<file path="src/rtl/ddc_chan_out_mux_if.sv">
// ddc_chan_out_mux_if: per-channel sample inputs and the tagged I/Q output stream handshake
interface ddc_chan_out_mux_if #(
    parameter int NCH    = 4,
    parameter int DWIDTH = 16,
    parameter int CHW    = 2
);
    logic [NCH*DWIDTH-1:0] din_i;
    logic [NCH*DWIDTH-1:0] din_q;
    logic [NCH-1:0]        din_flag;
    logic                  out_ready;
    logic                  out_valid;
    logic [DWIDTH-1:0]     out_i;
    logic [DWIDTH-1:0]     out_q;
    logic [CHW-1:0]        out_ch;
    modport master (
        output din_i, din_q, din_flag, out_ready,
        input  out_valid, out_i, out_q, out_ch
    );
    modport slave (
        input  din_i, din_q, din_flag, out_ready,
        output out_valid, out_i, out_q, out_ch
    );
endinterface

</file>
<file path="src/rtl/ddc_chan_out_mux.sv">
// ddc_chan_out_mux: buffers per-channel DDC I/Q results and round-robin muxes them onto one tagged stream
module ddc_chan_out_mux #(
    parameter int NCH    = 4,
    parameter int DWIDTH = 16,
    parameter int DEPTH  = 4,
    parameter int CHW    = 2
) (
    input  logic             clk,
    input  logic             rst,
    input  logic             config_sync,
    input  logic [NCH-1:0]   ch_en_param,
    input  logic             ovf_clr,
    output logic [NCH-1:0]   ovf,
    ddc_chan_out_mux_if.slave bus
);
    localparam int AW = $clog2(DEPTH);
    localparam int CW = AW + 1;
    localparam logic [CW-1:0] FULL = CW'(DEPTH);

    logic [NCH-1:0]    en;
    logic [NCH-1:0]    elig;
    logic [NCH-1:0]    wr;
    logic [NCH-1:0]    pop;
    logic [NCH-1:0]    flush;
    logic [NCH-1:0]    ovf_set;
    logic [AW-1:0]     wr_ptr [NCH];
    logic [AW-1:0]     rd_ptr [NCH];
    logic [CW-1:0]     cnt    [NCH];
    logic [DWIDTH-1:0] mem_i  [NCH][DEPTH];
    logic [DWIDTH-1:0] mem_q  [NCH][DEPTH];
    logic [CHW-1:0]    rr_last;
    logic [CHW-1:0]    grant;
    logic [2*NCH-1:0]  rot;
    logic              found;
    logic              load;

    // Round-robin grant: rotate eligibility so the search starts just after rr_last
    always_comb begin
        for (int k = 0; k < NCH; k++) begin
            elig[k] = en[k] && (cnt[k] != '0);
        end
        rot = {elig, elig} >> (int'(rr_last) + 1);
        grant = '0;
        found = 1'b0;
        for (int j = 0; j < NCH; j++) begin
            if (!found && rot[j]) begin
                grant = CHW'((int'(rr_last) + 1 + j) % NCH);
                found = 1'b1;
            end
        end
        load = (!bus.out_valid || bus.out_ready) && found;
    end

    // Per-channel write, pop, flush and overflow decisions (writes use the pre-update mask)
    always_comb begin
        for (int k = 0; k < NCH; k++) begin
            pop[k]     = load && (int'(grant) == k);
            flush[k]   = config_sync && en[k] && !ch_en_param[k];
            wr[k]      = en[k] && bus.din_flag[k] && (cnt[k] != FULL || pop[k]);
            ovf_set[k] = en[k] && bus.din_flag[k] && cnt[k] == FULL && !pop[k];
        end
    end

    // FIFO storage; contents need no reset since validity is tracked by the counts
    always_ff @(posedge clk) begin
        for (int k = 0; k < NCH; k++) begin
            if (wr[k]) begin
                mem_i[k][wr_ptr[k]] <= bus.din_i[k*DWIDTH +: DWIDTH];
                mem_q[k][wr_ptr[k]] <= bus.din_q[k*DWIDTH +: DWIDTH];
            end
        end
    end

    // FIFO pointers and counts, enable mask and sticky overflow flags (set beats clear)
    always_ff @(posedge clk or negedge rst) begin
        if (!rst) begin
            en  <= '1;
            ovf <= '0;
            for (int k = 0; k < NCH; k++) begin
                wr_ptr[k] <= '0;
                rd_ptr[k] <= '0;
                cnt[k]    <= '0;
            end
        end else begin
            en  <= config_sync ? ch_en_param : en;
            ovf <= ovf_set | (ovf & {NCH{!ovf_clr}});
            for (int k = 0; k < NCH; k++) begin
                wr_ptr[k] <= flush[k] ? '0 : wr_ptr[k] + AW'(wr[k]);
                rd_ptr[k] <= flush[k] ? '0 : rd_ptr[k] + AW'(pop[k]);
                cnt[k]    <= flush[k] ? '0 : cnt[k] + CW'(wr[k]) - CW'(pop[k]);
            end
        end
    end

    // Output register: load the granted head, or drop valid once consumed with nothing pending
    always_ff @(posedge clk or negedge rst) begin
        if (!rst) begin
            bus.out_valid <= 1'b0;
            bus.out_i     <= '0;
            bus.out_q     <= '0;
            bus.out_ch    <= '0;
            rr_last       <= CHW'(NCH - 1);
        end else if (load) begin
            bus.out_valid <= 1'b1;
            bus.out_i     <= mem_i[grant][rd_ptr[grant]];
            bus.out_q     <= mem_q[grant][rd_ptr[grant]];
            bus.out_ch    <= grant;
            rr_last       <= grant;
        end else if (bus.out_ready) begin
            bus.out_valid <= 1'b0;
        end
    end
endmodule

</file>
<file path="src/flat_wrapper.sv">
// flat-port wrapper written by rule: the top's interface ports become plain ports
module ddc_chan_out_mux_flat 
#(
    parameter int NCH    = 4,
    parameter int DWIDTH = 16,
    parameter int DEPTH  = 4,
    parameter int CHW    = 2
)
  (clk, rst, config_sync, ch_en_param, ovf_clr, ovf, bus_din_i, bus_din_q, bus_din_flag, bus_out_ready, bus_out_valid, bus_out_i, bus_out_q, bus_out_ch);
  ddc_chan_out_mux_if #(.NCH(NCH), .DWIDTH(DWIDTH), .CHW(CHW)) bus_i ();
  input  logic clk;
  input  logic rst;
  input  logic config_sync;
  input  logic [NCH-1:0] ch_en_param;
  input  logic ovf_clr;
  output logic [NCH-1:0] ovf;
  input wire logic [$bits(bus_i.din_i)-1:0] bus_din_i;
  input wire logic [$bits(bus_i.din_q)-1:0] bus_din_q;
  input wire logic [$bits(bus_i.din_flag)-1:0] bus_din_flag;
  input wire logic [$bits(bus_i.out_ready)-1:0] bus_out_ready;
  output wire logic [$bits(bus_i.out_valid)-1:0] bus_out_valid;
  output wire logic [$bits(bus_i.out_i)-1:0] bus_out_i;
  output wire logic [$bits(bus_i.out_q)-1:0] bus_out_q;
  output wire logic [$bits(bus_i.out_ch)-1:0] bus_out_ch;
  assign bus_i.din_i = bus_din_i;
  assign bus_i.din_q = bus_din_q;
  assign bus_i.din_flag = bus_din_flag;
  assign bus_i.out_ready = bus_out_ready;
  assign bus_out_valid = bus_i.out_valid;
  assign bus_out_i = bus_i.out_i;
  assign bus_out_q = bus_i.out_q;
  assign bus_out_ch = bus_i.out_ch;
  ddc_chan_out_mux #(.NCH(NCH), .DWIDTH(DWIDTH), .DEPTH(DEPTH), .CHW(CHW)) u_core (.clk(clk), .rst(rst), .config_sync(config_sync), .ch_en_param(ch_en_param), .ovf_clr(ovf_clr), .ovf(ovf), .bus(bus_i));
endmodule
</file>
<file path="config.mk">
export PLATFORM = sky130hd
export DESIGN_NAME = ddc_chan_out_mux_flat
export DESIGN_NICKNAME = d
export VERILOG_FILES = /design/src/rtl/ddc_chan_out_mux_if.sv /design/src/rtl/ddc_chan_out_mux.sv /design/src/flat_wrapper.sv
export SDC_FILE = /design/constraint.sdc
export NUM_CORES = 1
export LEC_CHECK = 0
export ABC_CLOCK_PERIOD_IN_PS = 12500
export CORE_MARGIN = 4
export CORE_UTILIZATION = 40
export DETAILED_ROUTE_END_ITERATION = 10
export HOLD_SLACK_MARGIN = 0.05
export SLEW_MARGIN = 25
export SYNTH_ARGS = -nofsm -noshare
export SYNTH_HDL_FRONTEND = slang
export SYNTH_SLANG_ARGS = --single-unit
</file>
<file path="constraint.sdc">
create_clock -name clk -period 12.5 [get_ports clk]
set_input_delay 3.125 -clock clk [delete_from_list [all_inputs] [get_ports clk]]
set_output_delay 3.125 -clock clk [all_outputs]
set_load 0.1 [all_outputs]
</file>
==> Yosys cells after proc, flatten, opt, wreduce, memory -nomap -nowiden <==
Memory sizes are Yosys's and may differ from the RTL's.
Index checks and enable logic that the tools add are counted.
{ "totals": {"n_memories": 2, "word_cells": 182, "register_bits": 73, "ramBits": 512, "in_bits": 141, "out_inout_bits": 39} }
{ "memory_table": {"columns": ["name", "words", "width", "rd", "rd_clocked_by_memory_dff", "wr", "line", "rtl"], "rows": [
  ["u_core.mem_i", 4, 64, 1, 0, 4, "ddc_chan_out_mux.sv:29", "logic [DWIDTH-1:0] mem_i [NCH][DEPTH];"],
  ["u_core.mem_q", 4, 64, 1, 0, 4, "ddc_chan_out_mux.sv:30", "logic [DWIDTH-1:0] mem_q [NCH][DEPTH];"]
]} }
{ "classes": {"reduce_logical": 64, "shifts": 1, "n_lt_le_gt_ge": 10, "n_mux": 47, "n_eq_ne": 11, "bitwise": 8, "addsub": 20} }
{ "op_table": {"columns": ["operator", "count"], "rows": [
  ["2-to-1 mux 64 bit", 4],
  ["demux 16 bit (select 2 bit)", 4],
  ["2-to-1 mux 16 bit", 8],
  ["binary-select mux 16 bit (select 2 bit)", 2],
  ["logical AND 1 bit", 40],
  ["2-to-1 mux 2 bit", 14],
  ["greater-or-equal comparator 3 bit (second input constant)", 6],
  ["inverter 2 -> 3 bit", 6],
  ["adder 2 x 1 -> 2 bit", 8],
  ["logical NOT 1 bit", 13],
  ["adder 3 x 1 -> 3 bit", 4],
  ["equality test 3 bit (second input constant)", 4],
  ["less-than comparator 3 x 1 -> 1 bit (second input constant)", 4],
  ["2-to-1 mux 3 bit", 4],
  ["!= test 3 bit (second input constant)", 4],
  ["nonzero test 3 bit", 4],
  ["subtractor 3 x 1 -> 3 bit", 4],
  ["2-to-1 mux 1 bit", 10],
  [">> shifter 8 x 3 -> 4 bit", 1],
  ["logical OR 1 bit", 5],
  ["adder 2 bit (second input constant)", 2],
  ["AND 4 bit", 1],
  ["binary-select mux 2 bit (select 2 bit)", 1],
  ["equality test 2 bit (second input constant)", 2],
  ["6 further kinds", 6]
]} }

==> Logic depth before layout (Yosys ltp) <==
Gate-level depths: netlist (run 1).
{ "depth": {"ltp_word": 21, "mapped_depth": 16, "ltp_nobuf": 14} }

==> Worst setup path before layout (run 1) <==
No wires, ideal clock.
{ "synth_path": {"path_kind": "input to register", "startpoint": "input port bus_out_ready", "endpoint": "memory u_core.mem_i[0][16] in the netlist's numbering, enable pin", "setup_time_ns": 0.468, "t_arrival_ns": 6.444, "n_path_buf": 1, "setup_slack_ns": 5.589, "stages": 7, "required_time_ns": 12.032, "cell_sequence": "nand2b_1 nor2b_1 clkbuf_1 nand3_1 nand3_1 nand3_1 nor3b_1"} }
{ "synth_lines": {"columns": ["item", "line", "rtl"], "rows": [
  ["start: declaration", "flat_wrapper.sv:20", "input wire logic [$bits(bus_i.out_ready)-1:0] bus_out_ready;"],
  ["end: declaration", "ddc_chan_out_mux.sv:29", null]
]} }

==> Final worst setup path (run 1) <==
{ "layout_path": {"startpoint": "input port bus_out_ready", "endpoint": "register u_core.cnt[2] in the netlist's numbering"} }
{ "layout_between": {"elab_chain_cells": 8} }
{ "layout_lines": {"columns": ["item", "line", "rtl"], "rows": [
  ["logical OR 1 bit (*)", "ddc_chan_out_mux.sv:51", "load = (!bus.out_valid || bus.out_ready) && found;"],
  ["logical AND 1 bit (*)", "ddc_chan_out_mux.sv:51", null],
  ["logical AND 1 bit (*)", "ddc_chan_out_mux.sv:57", "pop[k] = load && (int'(grant) == k);"],
  ["logical OR 1 bit", "ddc_chan_out_mux.sv:59", "wr[k] = en[k] && bus.din_flag[k] && (cnt[k] != FULL || pop[k]);"],
  ["logical AND 1 bit", "ddc_chan_out_mux.sv:59", null],
  ["adder 3 x 1 -> 3 bit", "ddc_chan_out_mux.sv:90", "cnt[k] <= flush[k] ? '0 : cnt[k] + CW'(wr[k]) - CW'(pop[k]);"],
  ["subtractor 3 x 1 -> 3 bit (*)", "ddc_chan_out_mux.sv:90", null],
  ["2-to-1 mux 3 bit (*)", "ddc_chan_out_mux.sv:90", null],
  ["end signal: indexed assignment", "ddc_chan_out_mux.sv:90", null],
  ["end: declaration", "ddc_chan_out_mux.sv:28", "logic [CW-1:0] cnt [NCH];"]
]} }
Every way passes the cells marked *; elsewhere a longest branch is shown, timed or not.
A chain may end at the register's enable or synchronous reset.

==> results of run 1 <==
critical path, cell delays in order:
cell	delay (ns)
clkdlybuf4s50_1	0.39
nand2b_1	0.18
nand2b_2	0.08
buf_4	0.51
nor3_2	0.13
or4b_4	0.53
nand3_2	0.17
ha_1	0.25
inv_1	0.05
ha_1	0.13
inv_1	0.05
fa_1	0.39
xor2_1	0.16
xnor2_1	0.16
nor2_1	0.06
sequential cells by signal, indices dropped and copies added, names as in the netlist:
signal / count
u_core.bus.out_ch: 2
u_core.bus.out_i: 16
u_core.mem_i: 256
u_core.cnt: 12
u_core.bus.out_q: 16
u_core.en: 4
u_core.bus.out_valid: 1
u_core.wr_ptr: 8
u_core.rr_last: 2
u_core.mem_q: 256
u_core.ovf: 4
u_core.rd_ptr: 8
cell type report:
cell class / count / area share [%]
sequential: 585 / 60.1
inverter: 19 / 0.249
tap: 773 / 3.38
multi-input combinational: 868 / 22.1
timing repair buffer: 216 / 7.54
clock inverter: 28 / 0.983
clock buffer: 79 / 5.66
per-stage QoR:
stage,area [µm²],hold WS [ns]
3_3_place_gp,26600,0.485
5_1_grt,28600,0.533
3_5_place_dp,26600,0.492
6_report,28600,0.501
2_1_floorplan,24000,0.503
4_1_cts,28500,0.505
logic make-up after synthesis:
kind of cell	after synthesis	synth area share, %
adders and majority gates	20	1.17
DFF	585	71.7
and+or+nand+nor	384	8.78
buffers and inverters	150	2.69
AOI/OAI and AO/OA	380	12.3
muxes	68	2.86
xor gates and xnor gates	16	0.584
cell usage after synthesis, types with 3 or more instances:
cell type,n,area [µm²]
dfstp_2,6,158
a31oi_1,32,200
clkbuf_1,80,300
nand2_1,110,413
buf_4,5,37.5
a221oi_1,36,315
o211ai_1,32,240
a21oi_1,35,175
buf_2,45,225
nor2b_1,13,81.3
o21ai_1,34,170
nor3_1,4,20.0
mux2i_1,64,641
inv_1,17,63.8
xor2_1,4,35.0
edfxtp_1,512,15400
nor3b_1,7,52.6
xnor2_1,12,105
dfrtp_1,67,1680
a211oi_1,160,1200
nor4_1,32,200
nand3_1,13,65.1
a221oi_2,28,420
and3_1,166,1040
mux2_2,4,45.0
o21ai_0,3,15.0
o31a_1,4,35.0
ha_1,16,200
o22ai_1,4,25.0
nand3_2,4,40.0
nor2_1,26,97.6
fa_1,4,80.1
worst min path at each step:
stage	end	slack [ns]	cells after the start
floorplan	u_core.rd_ptr[5]	0.50	2
detailed placement	u_core.bus.out_q[7]	0.49	2
global placement	u_core.bus.out_q[7]	0.48	2
finish	u_core.bus.out_q[7]	0.50	2
CTS	u_core.bus.out_q[7]	0.50	2
global route	u_core.bus.out_q[4]	0.53	2
per-layer routing:
metal	vias up	GRT usage, %	wire [µm]
li1	6671	-	-
met1	7606	28.3	28900
met2	526	34.0	32400
met3	93	2.62	3720
met4	0	6.00	1650
met5	-	0	0
where the power goes:
| group | total [mW] | switching, mW | internal, mW |
|---|---|---|---|
| sequential | 2.59 | 0.159 | 2.43 |
| combinational | 3.63 | 2.48 | 1.15 |
| clock | 1.74 | 0.728 | 1.01 |
| total | 7.96 | 3.36 | 4.59 |
==> run_results.csv, run 1 <==
group,metric,value,unit
drt,ant_nets,0,
power_and_ir_drop,p_per_area,278,nW/µm²
cts,cts_sinks,585,
timing,worst_pin_slew,1.06,ns
layout,diodes,0,
critical_path,arrival,6.37,ns
drt,drt_drc_violations_left,0,
placement,pre_cts_ws,5.94,ns
timing,finClkSkew,0.0211,ns
synthesis,yosysSeqAreaShare,71.7,%
timing,hold_viol_final,0,
critical_path,worstPathMaxFanout,36,
placement,gp_congestion,0.775,
grt,grt_pass1_wl,98000,µm
cts,clk_path_buf_depth,3,
floorplan,core_area,59200,µm²
status,outcome,"finished clean",
timing,finalCritPeriodShare,47.2,%
floorplan,die_area,64000,µm²
synthesis,netlist_instances,1603,
drt,num_vias,14896,
floorplan,die_w,253,µm
critical_path,critPathKind,"in2reg",
placement,hpwl,39700,µm
synthesis,postSynthAreaPerCell,15.0,µm²
drt,avgViaCountPerCell,5.80,
floorplan,initial_core_util,40.5,%
placement,dp.cells,2458,
cts,post-cts-setup-buffers,0,
synthesis,synthDistinctLibCells,50,
drt,drt-wirelength-per-cell,26.0,µm
synthesis,synth_edf_count,512,
critical_path,crit_path_start,"bus_out_ready",
synthesis,yosys_register_bits,585,
grt,antenna_found_initial,0,
critical_path,r2r_cells,16,
critical_path,cp-end-kind,"register",
power_and_ir_drop,total_power,7.96,mW
power_and_ir_drop,leakagePower,9.93,nW
layout,ff_latch_area,17200,µm²
timing,setup_tns,0,ns
cts,root_buffer,"clkbuf_16",
grt,grt-ovfl-total,0,
timing,fmax,169,MHz
synthesis,yosys_warnings,0,
hold_path,hold_path.class,"reg2reg",
grt,grt_pass1_vias,14742,
layout,drive_gt1_share,11.5,%
layout,most-common-layout-cells,"512 x edfxtp_1, 178 x clkdlybuf4s50_1, 160 x and3_1, 160 x a211oi_1, 110 x nand2_1",
grt,track_usage,20.4,%
timing,finalSetupViolations,0,
hold_path,worstHoldStart,"u_core.bus.out_q[7]",
floorplan,row_count,89,
layout,fin_util,48.3,%
critical_path,r2r_setup_slack,7.48,ns
cts,cts_hold_buf,0,
floorplan,die_height,253,µm
layout,final_common_cell,"edfxtp_1",
synthesis,syn_nets,1764,
critical_path,endpoint,"u_core.cnt[2]",
power_and_ir_drop,ir_drop,0.000202,V
drt,drt-pass1-iter-count,5,
critical_path,timing.rr.start,"u_core.cnt[1]",
floorplan,ioPinCount,180,
synthesis,syn_area,24000,µm²
drt,wl,66700,µm
critical_path,cp-start-kind,"input pin",
layout,nets,1908,
grt,grt_max_degree,97,
critical_path,rr_endpoint,"u_core.cnt[2]",
cts,h-tree-depth,2,
placement,port_buffers,179,
drt,drtIter0Drc,1381,
cts,insertion_delay,0.62,ns
cts,cts_tree,"yes",
run,cap_violations,0,
layout,fin_cells,2568,
layout,multi_input_area,6320,µm²
timing,fin_crit,5.90,ns
timing,max_slew_margin,28.9,%
layout,fillCellCount,5058,
synthesis,synthArstFlopShare,12.5,%
cts,cts_resized,0,
layout,syn_to_final_growth,19.2,%
cts,cts_made_buffers,57,
timing,timing.final.ws_setup,6.60,ns
synthesis,ys_dominant_reg_cell,"edfxtp_1",
timing,rsz0062_at_grt,"false",
critical_path,critical_path_required,12.97,ns
timing,finalMaxSlewViolations,0,
cts,path_clk_slew,0.06,ns
(Power assumes the default switching activity.)
==> run 2: changes to the inputs <==
--- a/config.mk
+++ b/config.mk
@@ -5,7 +5,7 @@
 export SDC_FILE = /design/constraint.sdc
 export NUM_CORES = 1
 export LEC_CHECK = 0
-export ABC_CLOCK_PERIOD_IN_PS = 12500
+export ABC_CLOCK_PERIOD_IN_PS = 5300
 export CORE_MARGIN = 4
 export CORE_UTILIZATION = 40
 export DETAILED_ROUTE_END_ITERATION = 10
==> constraint.sdc (replaced) <==
create_clock -name clk -period 5.3 [get_ports clk]
set_input_delay 1.325 -clock clk [delete_from_list [all_inputs] [get_ports clk]]
set_output_delay 1.325 -clock clk [all_outputs]
set_load 0.1 [all_outputs]
==> run_results.csv, run 2 (synthesis results as in run 1) <==
group,metric,value,unit
timing,worst_pin_slew,1.00,ns
critical_path,cp-start-kind,"register",
critical_path,worstPathMaxFanout,54,
floorplan,initial_core_util,40.5,%
critical_path,critical_path_required,5.79,ns
hold_path,worstHoldStart,"u_core.bus.out_ch[1]",
placement,gp_congestion,0.762,
power_and_ir_drop,leakagePower,9.99,nW
floorplan,die_height,253,µm
layout,final_area,28700,µm²
grt,grt_pass1_vias,15510,
hold_path,hold_path.class,"reg2reg",
critical_path,r2r_setup_slack,1.18,ns
placement,port_buffers,179,
critical_path,crit_path_start,"u_core.cnt[4]",
timing,setup_tns,0,ns
cts,post-cts-setup-buffers,0,
floorplan,row_count,89,
layout,drive_gt1_share,11.8,%
timing,finClkSkew,0.0139,ns
drt,drt_drc_violations_left,0,
cts,cts_tree,"yes",
layout,syn_to_final_growth,19.6,%
layout,fillCellCount,5108,
power_and_ir_drop,ir_drop,0.000572,V
critical_path,endpoint,"u_core.cnt[5]",
timing,timing.final.ws_setup,1.18,ns
cts,cts_made_buffers,58,
drt,wl,71100,µm
drt,drt-wirelength-per-cell,27.6,µm
drt,num_vias,15274,
timing,fmax,243,MHz
timing,hold_viol_final,0,
drt,ant_nets,0,
grt,antenna_found_initial,6,
power_and_ir_drop,p_per_area,661,nW/µm²
cts,h-tree-depth,2,
layout,nets,1915,
critical_path,critPathKind,"reg2reg",
placement,dpl_cell_area,26800,µm²
cts,cts_resized,0,
drt,drtIter0Drc,1479,
floorplan,die_w,253,µm
status,outcome,"finished clean",
timing,rsz0062_at_grt,"false",
critical_path,arrival,4.61,ns
layout,most-common-layout-cells,"512 x edfxtp_1, 177 x clkdlybuf4s50_1, 160 x and3_1, 160 x a211oi_1, 110 x nand2_1",
placement,pre_cts_ws,0.759,ns
cts,clk_path_buf_depth,3,
critical_path,r2r_cells,14,
cts,insertion_delay,0.62,ns
power_and_ir_drop,total_power,19.0,mW
grt,track_usage,21.8,%
floorplan,die_area,64000,µm²
grt,grt_use_met2,35.8,%
timing,finalSetupViolations,0,
timing,holdWs,0.503,ns
timing,finalCritPeriodShare,77.7,%
grt,grt_max_degree,108,
timing,finalMaxSlewViolations,0,
layout,multi_input_area,6320,µm²
critical_path,timing.rr.start,"u_core.cnt[4]",
cts,cts_hold_buf,0,
grt,gr-usage-met1,29.5,%
grt,grt-ovfl-total,0,
critical_path,cp-end-kind,"register",
floorplan,ioPinCount,180,
critical_path,rr_endpoint,"u_core.cnt[5]",
layout,final_common_cell,"edfxtp_1",
cts,root_buffer,"clkbuf_16",
grt,grt_busiest_layer,"met2",
drt,drt-pass1-iter-count,6,
layout,ff_latch_area,17200,µm²
grt,grt_use_met3,4.56,%
timing,max_slew_margin,33.0,%
cts,cts_sinks,585,
drt,avgViaCountPerCell,5.92,
placement,hpwl,40700,µm
timing,fin_crit,4.12,ns
grt,grt_pass1_wl,104000,µm
floorplan,core_area,59200,µm²
cts,path_clk_slew,0.06,ns
run,cap_violations,0,
run 2: through the flow:
step / std cells / utilization, %
floorplan: 1603 / -
detailed placement: 2467 / 45.2
global placement: 2467 / 45.2
global route: 2579 / 48.5
finish: 2579 / 48.5
CTS: 2577 / 48.4
run 2: worst min-delay path by stage:
| stage | to | depth (start not counted) | slack [ns] |
|---|---|---|---|
| after floorplan | u_core.rd_ptr[5] | 2 | 0.50 |
| after global placement | u_core.bus.out_ch[1] | 2 | 0.49 |
| after detailed placement | u_core.bus.out_ch[1] | 2 | 0.49 |
| after CTS | u_core.bus.out_ch[1] | 2 | 0.51 |
| after global routing | u_core.bus.out_ch[1] | 2 | 0.54 |
| final | u_core.bus.out_ch[1] | 2 | 0.50 |
run 2: area by class of cell:
| type | count | area share, % |
|---|---|---|
| sequential | 585 | 59.9 |
| multi-input combinational | 868 | 22.0 |
| timing repair buffer | 222 | 7.68 |
| clock buffer | 68 | 5.26 |
| tap | 773 | 3.37 |
| clock inverter | 42 | 1.47 |
| inverter | 19 | 0.248 |
| antenna | 2 | 0.0174 |
run 2: report_power, final:
group	switching [mW]	internal (mW)
registers	0.375	5.74
logic	5.97	2.70
clock network	1.76	2.43
total	8.10	10.9
run 2: routing by layer:
metal  share of wire, %  up-vias
met3                7.7      143
met5              0.077        -
met1                 41     7740
met2                 48      692
li1                   -     6691
met4                2.7        8
run 2: worst max-delay path: stages, from the launching register on:
cell	delay [ns]
dfrtp_1	0.46
o31a_1	0.40
o221ai_1	0.38
a32o_4	0.67
nor3_2	0.17
or4b_4	0.53
nand3_2	0.16
ha_1	0.25
inv_1	0.06
ha_1	0.13
inv_1	0.05
fa_1	0.37
xor2_1	0.17
xnor2_1	0.13
nor2_1	0.05
